File: src/rtl/utils_pkg.sv
// Shared types and constants for the PE weight loader.
package utils_pkg;

  typedef enum logic [1:0] {
    ST_IDLE,
    ST_LOAD,
    ST_FLUSH,
    ST_DONE
  } ldr_state_e;

  localparam int NUM_WGT_BANKS = 2;

endpackage

File: src/rtl/pe_wgt_loader.sv
// Head-of-chain weight loader: streams one bank of weights to the PE chain,
// tracks resident banks and gates load starts and pops on that count.
module pe_wgt_loader
  import utils_pkg::*;
#(
  parameter int NUM_PE        = 16,
  parameter int ID_WIDTH      = 6,
  parameter int IN_DATA_WIDTH = 8,
  parameter int FLUSH_CYC     = NUM_PE
) (
  input  logic                     clk,
  input  logic                     rst,
  input  logic                     i_start,
  output logic                     o_busy,
  output logic                     o_done,
  output logic                     o_start_err,
  input  logic                     i_wgt_vld,
  output logic                     o_wgt_rdy,
  input  logic [IN_DATA_WIDTH-1:0] i_wgt_data,
  output logic                     o_load_vld,
  output logic [ID_WIDTH-1:0]      o_load_id,
  output logic [IN_DATA_WIDTH-1:0] o_load_data,
  input  logic                     i_pop_req,
  output logic                     o_pop_vld,
  output logic                     o_pop_err,
  output logic [1:0]               o_fill
);

  localparam int FLUSH_W = (FLUSH_CYC < 2) ? 1 : $clog2(FLUSH_CYC);

  ldr_state_e          state, state_nxt;
  logic [ID_WIDTH-1:0] id_cnt;
  logic [FLUSH_W-1:0]  flush_cnt;
  logic [1:0]          fill;
  logic                beat;
  logic                last_beat;
  logic                start_rej;
  logic                done_inc;
  logic                pop_ok;

  assign last_beat = (id_cnt == ID_WIDTH'(NUM_PE - 1));
  // Pop acceptance looks only at the registered fill, independent of the FSM.
  assign pop_ok    = i_pop_req && (fill != 2'd0);
  assign o_fill    = fill;

  always_ff @(posedge clk) begin
    if (rst) state <= ST_IDLE;
    else     state <= state_nxt;
  end

  // NOTE: every signal driven here gets a default first, so no path through
  // the case statement can leave one unassigned and infer a latch.
  always_comb begin
    state_nxt = state;
    beat      = 1'b0;
    start_rej = 1'b0;
    done_inc  = 1'b0;
    o_busy    = (state != ST_IDLE);
    o_wgt_rdy = 1'b0;
    o_done    = 1'b0;
    case (state)
      ST_IDLE: begin
        if (i_start) begin
          if (fill < 2'(NUM_WGT_BANKS)) state_nxt = ST_LOAD;
          else                          start_rej = 1'b1;
        end
      end
      ST_LOAD: begin
        o_wgt_rdy = 1'b1;
        beat      = i_wgt_vld;
        start_rej = i_start;
        if (beat && last_beat) state_nxt = ST_FLUSH;
      end
      ST_FLUSH: begin
        start_rej = i_start;
        if (flush_cnt == FLUSH_W'(FLUSH_CYC - 1)) state_nxt = ST_DONE;
      end
      ST_DONE: begin
        start_rej = i_start;
        o_done    = 1'b1;
        done_inc  = 1'b1;
        state_nxt = ST_IDLE;
      end
      default: state_nxt = ST_IDLE;
    endcase
  end

  // NOTE: sequential state uses non-blocking assignments so every register
  // samples the pre-edge value of its neighbours regardless of statement order.
  always_ff @(posedge clk) begin
    if (rst) begin
      id_cnt      <= '0;
      flush_cnt   <= '0;
      fill        <= 2'd0;
      o_load_vld  <= 1'b0;
      o_load_id   <= '0;
      o_load_data <= '0;
      o_pop_vld   <= 1'b0;
      o_pop_err   <= 1'b0;
      o_start_err <= 1'b0;
    end else begin
      o_load_vld  <= beat;
      o_pop_vld   <= pop_ok;
      o_pop_err   <= i_pop_req && !pop_ok;
      o_start_err <= start_rej;

      if (beat) begin
        o_load_id   <= id_cnt;
        o_load_data <= i_wgt_data;
        id_cnt      <= last_beat ? '0 : id_cnt + 1'b1;
      end

      if (state == ST_FLUSH) flush_cnt <= flush_cnt + 1'b1;
      else                   flush_cnt <= '0;

      // A bank becoming resident and one retiring in the same cycle cancel out.
      case ({done_inc, pop_ok})
        2'b10:   fill <= fill + 2'd1;
        2'b01:   fill <= fill - 2'd1;
        default: fill <= fill;
      endcase
    end
  end

endmodule
File: config.mk
export PLATFORM = sky130hd
export DESIGN_NAME = pe_wgt_loader
export DESIGN_NICKNAME = d
export VERILOG_FILES = /design/src/rtl/utils_pkg.sv /design/src/rtl/pe_wgt_loader.sv
export SDC_FILE = /design/constraint.sdc
export NUM_CORES = 1
export LEC_CHECK = 0
export ABC_AREA = 1
export CELL_PAD_IN_SITES_DETAIL_PLACEMENT = 1
export CELL_PAD_IN_SITES_GLOBAL_PLACEMENT = 2
export CORE_UTILIZATION = 26
export CTS_CLUSTER_DIAMETER = 30
export DETAILED_ROUTE_END_ITERATION = 7
export PLACE_DENSITY_LB_ADDON = 0.1
export SLEW_MARGIN = 40
export SYNTH_ARGS = -nofsm -noshare
export SYNTH_HDL_FRONTEND = slang
export SYNTH_SLANG_ARGS = --single-unit
File: constraint.sdc
create_clock -name clk -period 1.8 [get_ports clk]
set_clock_uncertainty 0.05 [all_clocks]
set_input_delay 0.54 -clock clk [delete_from_list [all_inputs] [get_ports clk]]
set_output_delay 0.54 -clock clk [all_outputs]
set_load 0.01 [all_outputs]
==> results.cfg, run 1 <==
[worst_setup_path]
critical_path_buf_inv_count = 1
criticalPathCategory = flop to primary output
crit_slowest_cell = clkdlybuf4s50_1
path_cells = clkdlybuf4s50_1
crit_cells = 1
worstPathMaxFanout = 2
required_ns = 1.21
start_kind = flop
cpLargestDelayFamily = buffers and inverters
cp_slowest_stage_delay_ns = 0.54
r2r_cells = 8
arrival_ns = 1.16
worstSetupEndpointType = primary output

[cells_and_area]
finalNonFillerCells = 279
multi_input_area_um2 = 585.6
seq_area_um2 = 644.4
fillers = 595
fin_nets = 232
final_core_utilization_pct = 39.71
areaGrowthSynthToFinish_pct = 45.22
antennaDiodeCount = 0
drive_gt1_share_pct = 16.98

[synthesis]
synth.most_common_cell = dfxtp_1
syn_area_um2 = 1309
yosysTopAreaCellShare_pct = 48.95
seq_area_frac_synth_pct = 48.95
synth_common_cells = 32 x dfxtp_1, 29 x nor2_1, 21 x nand2_1
yosysTopAreaCell = dfxtp_1
synth_nets = 182
synth-warning-count = 0
synthDistinctLibCells = 26
synth-edff-count = 0
ys_ff_latch = 32
ys.flop_type = dfxtp_1
avgSynthCellArea_um2 = 8.079
synthArstFlopShare_pct = 0
synthCells = 162
synthTopCellsByArea = dfxtp_1 49%, nor2_1 8.3%, ha_1 6.7%

[global_routing]
antenna_found_initial = 0
grt_pass1_wl_um = 5589
grt-ovfl-total = 0
grt_max_degree = 20
grt_pass1_vias = 1271
gr-usage-all-layers_pct = 14.13

[place]
post-dp-hpwl_um = 2481
numPlacedInstances = 272
place_congestion = 0.6961
io_buffers = 35

[hold_path]
hold_path.class = flop to flop
hold_depth = 1

[drt]
drt_iter0_markers = 10
viasPerCell = 4.351
wl_um = 3287
dr.pass1.iters = 3
wl_per_cell_um = 11.78
vias = 1214
ant_nets = 0
drc = 0

[die]
die_y_um = 72.95
die_x_um = 72.95
dieArea_um2 = 5322
num_rows = 25
start_util_pct = 27.35
fp.coreArea_um2 = 4786
num_io_pins = 36

[pwr]
power.internal_w = 0.001608
clkPwrFrac_pct = 24.9
power_density_nw_per_um2 = 1251
swShare_pct = 32.35
p_switching_w = 0.0007691
vdd_drop_max_mv = 0.3793
p_seq_share_pct = 38.0
p_leak_nw = 0.7726
p_comb_share_pct = 37.0

[clock_tree]
clk_pin_slew_worst_paths_ns = 0.06
cts_num_sinks = 32
cts_htree_levels = 2
cts-root-buf = clkbuf_8
numCtsBuffers = 5
cts_tree = built
ctsHoldBuffers = 0
cts_max_path_buffers = 2
clkLatencyLatePin_ns = 0.28

[sta]
setup-violations-final = 0
min_period_ns = 1.749
finalCritPeriodShare_pct = 97.19
fin_setup_tns_ns = 0
worst_slew_pin_slew_ns = 0.3328
slew_headroom_pct = 77.77
rsz0062_at_grt = false
maxSlewViolCount = 0
holdWs_ns = 0.4006
max_freq_ghz = 0.5716
hold_violations = 0

[job]
max-cap-violations = 0

[run_status]
status = finished clean
-- flip-flops by register name, indices dropped and copies added, names as in the netlist, 2 cells and up --
signal       cells
state            2
flush_cnt        4
o_load_id        6
id_cnt           6
o_load_data      8
o_fill           2
-- stage by stage --
step	worst slack [ns]	power (W)	cell area [µm²]
after floorplan	0.3974	0.001376	1309
after global placement	-0.08555	0.001819	1810
after detailed placement	-0.2134	0.001843	1810
after CTS	0.01748	0.002432	1907
after global routing	0.01072	0.002568	1901
final	0.05062	0.002378	1901
-- cell type report --
class	instances	area share (%)
sequential	32	33.90
multi-input combinational	111	30.81
tap	67	4.411
inverter	14	2.962
timing repair buffer	48	22.84
clock buffer	7	5.069
-- logic make-up (layout without fill, tap and decap cells) --
family	Yosys count	after routing	synth area share, %
AOI/OAI and AO/OA	32	32	12.62
buffers and inverters	19	69	6.309
DFF	32	32	48.95
and+or+nand+nor	70	70	24.09
xor gates and xnor gates	2	2	1.339
adders and majority gates	7	7	6.692
-- power by group through the flow --
| stage | clock, W | combinational (W) | sequential (W) |
|---|---|---|---|
| 2_1_floorplan | 0 | 0.000432 | 0.000944 |
| 3_3_place_gp | 0 | 0.000909 | 0.000910 |
| 3_5_place_dp | 0 | 0.000928 | 0.000915 |
| 4_1_cts | 0.000619 | 0.000908 | 0.000906 |
| 5_1_grt | 0.000650 | 0.000997 | 0.000921 |
| 6_report | 0.000593 | 0.000880 | 0.000905 |
-- path summary, 6_finish.rpt --
kind / start / to / slack (ns)
worst max-delay path: o_load_id[3]$_SDFFE_PP0P_ / o_load_id[3] / 0.05
worst min-delay path: flush_cnt[0]$_SDFF_PP0_ / flush_cnt[0]$_SDFF_PP0_ / 0.40
worst max register to register: state[0]$_SDFFE_PP0P_ / id_cnt[4]$_SDFFE_PP0P_ / 0.27
worst min register to register: flush_cnt[0]$_SDFF_PP0_ / flush_cnt[0]$_SDFF_PP0_ / 0.40
-- repair_timing --
item	in CTS	in global routing
cloned	0	0
pin swaps	0	0
gates resized for setup	10	3
setup buffers	0	0
setup endpoints to repair	5	3
-- cell usage in the layout, fill, tap and decap left out, types with 2 or more instances in the layout --
| cell | synthesis | layout |
|---|---|---|
| dfxtp_1 | 32 | 29 |
| o21ai_0 | 13 | 13 |
| clkdlybuf4s50_1 | 0 | 30 |
| ha_1 | 7 | 7 |
| a31oi_1 | 2 | 2 |
| nand2_2 | 4 | 4 |
| a21oi_1 | 15 | 15 |
| inv_1 | 13 | 12 |
| clkbuf_8 | 0 | 7 |
| nand4_1 | 2 | 2 |
| nand3_1 | 6 | 6 |
| clkbuf_2 | 0 | 2 |
| dfxtp_2 | 0 | 3 |
| nor3_1 | 2 | 2 |
| nand2_1 | 21 | 21 |
| buf_4 | 0 | 13 |
| nor2_1 | 29 | 29 |
| dlygate4sd2_1 | 0 | 3 |
-- layer usage --
metal	vias to the layer above	routed length, µm	track usage (%)
li1	623	-	-
met1	560	1488	16.20
met2	26	1574	23.68
met3	5	166	4.006
met4	0	58	7.843
met5	-	0	0
Power figures use the tool's default switching activity.
==> inputs of run 2 (changes only) <==
--- a/config.mk
+++ b/config.mk
@@ -6,6 +6,7 @@
 export NUM_CORES = 1
 export LEC_CHECK = 0
 export ABC_AREA = 1
+export CAP_MARGIN = 0
 export CELL_PAD_IN_SITES_DETAIL_PLACEMENT = 1
 export CELL_PAD_IN_SITES_GLOBAL_PLACEMENT = 2
 export CORE_UTILIZATION = 26
==> results of run 2 <==
The final DEF is identical to that of run 1; final timing and power are the same.
